==> src/rtl/uart_cmd_ctrl.sv <==
// Frame parser behind uart_rx: validates A5-framed commands, streams write payloads
// to the framebuffer port and holds the panel brightness register.
module uart_cmd_ctrl #(
  parameter int          addr_width      = 10,
  parameter int          timeout         = 20480,
  parameter logic [7:0]  brightness_init = 8'h80
) (
  input  logic                  clk,
  input  logic                  rst,
  input  logic [7:0]            data,
  input  logic                  valid,
  output logic [addr_width-1:0] wr_addr,
  output logic [7:0]            wr_data,
  output logic                  wr_en,
  output logic [7:0]            brightness,
  output logic                  busy,
  output logic                  frame_ok,
  output logic                  frame_err
);

  localparam int tw = $clog2(timeout + 1);
  localparam logic [tw-1:0] to_max = tw'(timeout);

  typedef enum logic [2:0] {
    S_IDLE, S_CMD, S_ADDR_HI, S_ADDR_LO, S_LEN, S_PAYLOAD, S_CSUM
  } state_t;

  state_t                state, state_n;
  logic [tw-1:0]         tcnt;
  logic                  is_wr, len_one, first;
  logic [7:0]            addr_hi, rem, cand, csum;
  logic [addr_width-1:0] ptr;
  logic                  to_hit, ok_n, err_n, wr_n, bright_ld;

  assign busy   = (state != S_IDLE);
  // A byte arriving on the boundary cycle takes priority over the timeout.
  assign to_hit = busy && !valid && (tcnt == to_max);

  always_ff @(posedge clk) begin
    if (rst) state <= S_IDLE;
    else     state <= state_n;
  end

  always_comb begin
    state_n   = state;
    ok_n      = 1'b0;
    err_n     = 1'b0;
    wr_n      = 1'b0;
    bright_ld = 1'b0;
    if (to_hit) begin
      state_n = S_IDLE;
      err_n   = 1'b1;
    end else if (valid) begin
      case (state)
        S_IDLE:    if (data == 8'hA5) state_n = S_CMD;
        S_CMD: begin
          if (data == 8'h01 || data == 8'h02) state_n = S_ADDR_HI;
          else begin
            err_n   = 1'b1;
            state_n = S_IDLE;
          end
        end
        S_ADDR_HI: state_n = S_ADDR_LO;
        S_ADDR_LO: state_n = S_LEN;
        S_LEN:     state_n = (data == 8'd0) ? S_CSUM : S_PAYLOAD;
        S_PAYLOAD: begin
          wr_n = is_wr;
          if (rem == 8'd1) state_n = S_CSUM;
        end
        S_CSUM: begin
          if (data == csum && (is_wr || len_one)) begin
            ok_n      = 1'b1;
            bright_ld = !is_wr;
          end else begin
            err_n = 1'b1;
          end
          state_n = S_IDLE;
        end
        default:   state_n = S_IDLE;
      endcase
    end
  end

  always_ff @(posedge clk) begin
    if (rst) begin
      tcnt       <= '0;
      wr_en      <= 1'b0;
      wr_addr    <= '0;
      wr_data    <= 8'h00;
      frame_ok   <= 1'b0;
      frame_err  <= 1'b0;
      brightness <= brightness_init;
      is_wr      <= 1'b0;
      len_one    <= 1'b0;
      first      <= 1'b0;
      addr_hi    <= 8'h00;
      rem        <= 8'h00;
      cand       <= 8'h00;
      csum       <= 8'h00;
      ptr        <= '0;
    end else begin
      frame_ok  <= ok_n;
      frame_err <= err_n;
      wr_en     <= wr_n;
      if (valid || !busy || to_hit) tcnt <= '0;
      else                          tcnt <= tcnt + tw'(1);
      if (wr_n) begin
        wr_addr <= ptr;
        wr_data <= data;
        ptr     <= ptr + addr_width'(1);
      end
      if (bright_ld) brightness <= cand;
      if (valid && !to_hit) begin
        case (state)
          S_IDLE:    csum <= 8'h00;
          S_CMD: begin
            is_wr <= (data == 8'h01);
            csum  <= csum ^ data;
          end
          S_ADDR_HI: begin
            addr_hi <= data;
            csum    <= csum ^ data;
          end
          S_ADDR_LO: begin
            ptr  <= addr_width'({addr_hi, data});
            csum <= csum ^ data;
          end
          S_LEN: begin
            rem     <= data;
            len_one <= (data == 8'd1);
            first   <= 1'b1;
            csum    <= csum ^ data;
          end
          S_PAYLOAD: begin
            rem   <= rem - 8'd1;
            first <= 1'b0;
            if (first) cand <= data;
            csum  <= csum ^ data;
          end
          default: ;
        endcase
      end
    end
  end

endmodule
==> config.mk <==
export PLATFORM = sky130hd
export DESIGN_NAME = uart_cmd_ctrl
export DESIGN_NICKNAME = d
export VERILOG_FILES = /design/src/rtl/uart_cmd_ctrl.sv
export SDC_FILE = /design/constraint.sdc
export NUM_CORES = 1
export LEC_CHECK = 0
export BUFFER_PORTS_ARGS = -buffer_cell sky130_fd_sc_hd__buf_2
export CAP_MARGIN = 0
export CORE_MARGIN = 3
export CORE_UTILIZATION = 40
export DETAILED_ROUTE_END_ITERATION = 8
export SLEW_MARGIN = 10
export SYNTH_ARGS = -nofsm -noshare
export SYNTH_HDL_FRONTEND = slang
export SYNTH_SLANG_ARGS = --single-unit
export TNS_END_PERCENT = 1
==> constraint.sdc <==
create_clock -name clk -period 1.55 [get_ports clk]
set_input_delay 0.2325 -clock clk [delete_from_list [all_inputs] [get_ports clk]]
set_output_delay 0.2325 -clock clk [all_outputs]
set_load 0.02 [all_outputs]
Word-level counts from Yosys, hierarchy flattened:

Cells that the tools add are included.

* output and inout port bits: 30
* input bits: 11
* register bits after elaboration: 86
* logic and storage cells: 88

* reductions and logical operators: 28
* bitwise gates (word level): 3
* eq/ne operators: 14
* $add $sub $neg: 3
* muxes and demuxes: 24

Operators with widths (number)
* $pmux 8 s2: 2
* $mux 10: 3
* $pmux 3 s6: 1
* $eq 8x1->1 const B: 2
* $add 15x1->15 const B: 1
* $eq 15x15->1 const B: 1
* $mux 1: 12
* $add 10x1->10 const B: 1
* $reduce_and 2->1: 5
* $eq 3x3->1 const B: 3
* $eq 8x2->1 const B: 1
* $eq 8x8->1: 1
* $eq 8x8->1 const B: 1
* $logic_not 8->1: 1
* $sub 8x1->8 const B: 1
* $xor 8x8->8: 1
* $eq 3x2->1 const B: 2
* $mux 3: 2
* $reduce_and 3->1: 2
* $reduce_or 5->1: 1
* $logic_and 1x1->1: 4
* $logic_not 1->1: 4
* $logic_or 1x1->1: 4
* $mux 2: 2
* 9 further kinds: 14

Longest topological paths before layout:

* depth after elaboration: 7
* depth in mapped cells: 7

Least setup slack after synthesis:

No wires, ideal clock.

* path kind: input -> register
* start point: input port data[4]
* end point: register state[1]
* library setup time: 0.066 ns
* slack: -0.057 ns
* cell stages on the path: 6
* arrival: 1.540 ns
* required time: 1.484 ns
* cell sequence: buf_4 > or3_4 > nor4b_2 > o21bai_1 > or3_1 > a21oi_2

* word-level cells in the longest chain between the ends: 4

Ends and longest elaborated chain
* start: declaration: line 10 `input logic [7:0] data,`
* $eq 8x1->1 / $eq 8x2->1 (equally long branches): line 57 `if (data == 8'h01 || data == 8'h02) state_n = S_ADDR_HI;`
* $logic_or 1x1->1: line 57
* $mux 2: line 57
* $pmux 3 s6: line 54 `case (state)`
* end signal: assignment: line 41 `else state <= state_n;`
* end: declaration: line 28 `state_t state, state_n;`

Several ways; a longest one is shown, not always the timed one.
A chain may end at the register's enable or synchronous reset.

Final worst setup path:

* start point: register rem[6]
* end point: register state[1]

* word-level cells in the longest chain between the ends: 3

Ends and longest elaborated chain
* start: declaration: line 31 `logic [7:0] addr_hi, rem, cand, csum;`
* start signal: assignment: line 129 `rem <= data;`
* start signal: assignment: line 135 `rem <= rem - 8'd1;`
* $eq 8x1->1: line 68 `if (rem == 8'd1) state_n = S_CSUM;`
* $ne 2x2->1 (no source line)
* $reduce_and 3->1 (no source line)

Every way passes these cells.

==> out/qor.csv <==
metric,value,unit
multiInputGateArea,2140,um2
synth_edf_count,0,
grt_overflow,0,
arrival,1900,ps
status,"finished, violations left",
netlist_instances,480,
portBuffers,40,
yosys_warnings,0,
coreArea,9370,um2
fp.dieW,105,um
cts_tree,done,
critical_path_required,1840,ps
finalNonFillerCells,697,
cpMaxStageDelayCell,or3_4,
seq_area,1730,um2
gp_congestion,0.857,
first_iter_violations,263,
fin_util,53.8,%
antenna_found_initial,0,
grt_max_degree,37,
grt_pass1_wl,16400,um
synth_nets,496,
avgRoutedWirePerCell,14.4,um
clk_pin_slew,90,ps
synth_ff_type,dfxtp_1,
netlist_area,3920,um2
antenna_left,0,
setup_viol,4,
postSynthAreaPerCell,8.17,um2
hold_viol,0,
first_pass_iters,4,
tightest_slew,431,ps
drv_cap,0,
cts_buffers,9,
slew_violations,0,
drt-total-wl,10000,um
cp-start-kind,flip-flop,
num_rows,35,
dp_hpwl,6990,um
slowest_delay,390,ps
cts_root_buf,clkbuf_8,
slew_headroom,71.0,%
powerDensity,767,nW/um2
final_cell_mix,"79 x nand2_1, 78 x dfxtp_1, 58 x buf_4",
final.fill_count,888,
num_antenna_cells,0,
ys_types,51,
gr-usage-all-layers,18.1,%
drc_errors,0,
dp_cells,675,
ir_drop,396,uV
htreeDepth,3,
timing.final.ws_setup,-52.0,ps
crit_chain,nor4_4 > buf_4 > a22oi_2 > o21bai_4 > or3_4 > a21oi_2,
insertion_delay,360,ps
dieArea,11000,um2
period_minus_slack,1600,ps
failed_checks,setup timing,
vias,3606,
io-pin-count,41,
layout_commonest_cell,nand2_1,
ys_ff_latch,86,
grt_pass1_vias,3345,
p_leak,1.97,nW
ys_seq_area_share,43.9,%
rsz0062_at_grt,yes,
avgViaCountPerCell,5.17,
period_share,103,%
layout.nets,579,
cp-end-kind,flip-flop,
clockBufferDepth,2,
cts_sinks,86,
die_y,105,um
crit_type,flip-flop to flip-flop,
hold_path.class,input pin to flip-flop,
ys_async_sr_fraction,0,%
max_freq,624,MHz
post-place-ws,-106,ps
crit_fanout,2,
area_delta_synth_final,28.6,%
drive_gt1_share,28.2,%
initial_utilization,41.9,%
finalClockSkew,11.5,ps
critical path: cells and delay by family (launching register included):
family          cells  cell delay (ps)
simple gates        2              640
buf+inv             1              150
flops               1              350
compound gates      3              390
layout make-up:
| class | instances | area share, % |
|---|---|---|
| Clock inverter | 6 | 0.917 |
| Timing Repair Buffer | 108 | 15.8 |
| Tap cell | 129 | 3.20 |
| Multi-Input combinational cell | 349 | 42.4 |
| Inverter | 9 | 0.669 |
| Sequential cell | 86 | 34.3 |
| Clock buffer | 10 | 2.73 |
per-layer routing:
layer	vias up	wire length [um]	track usage (%)
li1	1798	-	-
met1	1701	4700	24.9
met2	94	4720	28.7
met3	13	460	2.84
met4	0	166	6.47
met5	-	0	0
synth_stat cells, types with 9 or more instances:
cell type / number / area (um2)
dfxtp_1: 86 / 1720
nand2_1: 81 / 304
nor2_1: 53 / 199
a21oi_1: 47 / 235
nand3_1: 20 / 100
xor2_1: 20 / 175
clkbuf_1: 19 / 71.3
buf_2: 13 / 65.1
nand3b_1: 13 / 97.6
o21ai_0: 13 / 65.1
xnor2_1: 13 / 114
mux2i_1: 11 / 110
a211oi_1: 10 / 75.1
inv_1: 9 / 33.8
power by group:
part | switching, W | internal [W] | total, W
sequential | 0.000000160 | 0.00221 | 0.00221
combinational | 0.000109 | 0.0000685 | 0.000178
clock | 0.000850 | 0.000634 | 0.00148
metrics by stage:
stage	hold slack [ps]	setup TNS (ps)	instance area [um2]	power (W)
floorplan	430	-192	3930	0.00235
global placement	442	-495	4660	0.00243
detailed placement	447	-965	4660	0.00243
CTS	227	-287	4890	0.00391
global route	209	-1190	5050	0.00402
finish	204	-111	5050	0.00387
registers in the layout, indices dropped and copies added (netlist names):
name,flops
tcnt,15
ptr,10
wr_addr,10
brightness,8
cand,8
csum,8
rem,8
wr_data,8
state,3
addr_hi,2
first,1
frame_err,1
frame_ok,1
is_wr,1
len_one,1
wr_en,1
repair_timing:
action,CTS,global route
hold buffers,0,0
setup buffers,1,5
endpoints found under the setup margin,18,50
gates resized for setup,13,31
pin swaps,3,13
path summary, 6_finish.rpt:
| kind | endpoint | slack, ps | cells after the start | start |
|---|---|---|---|---|
| max | state[1] | -50 | 6 | rem[6] |
| min | wr_en | 200 | 3 | rst |
| max reg2reg | state[1] | -50 | 6 | rem[6] |
| min reg2reg | wr_addr[6] | 460 | 2 | wr_addr[6] |
cell families (layout without fill, tap and decap cells):
group,Yosys count,in the layout,synth area share [%]
xor+xnor,33,33,7.37
simple gates,214,214,26.7
fa+ha+maj,5,5,1.59
mux,11,11,2.81
flops,86,86,43.9
buf+inv,45,133,5.01
compound gates,86,86,12.7
No activity file was read; power rests on OpenSTA's default activity.
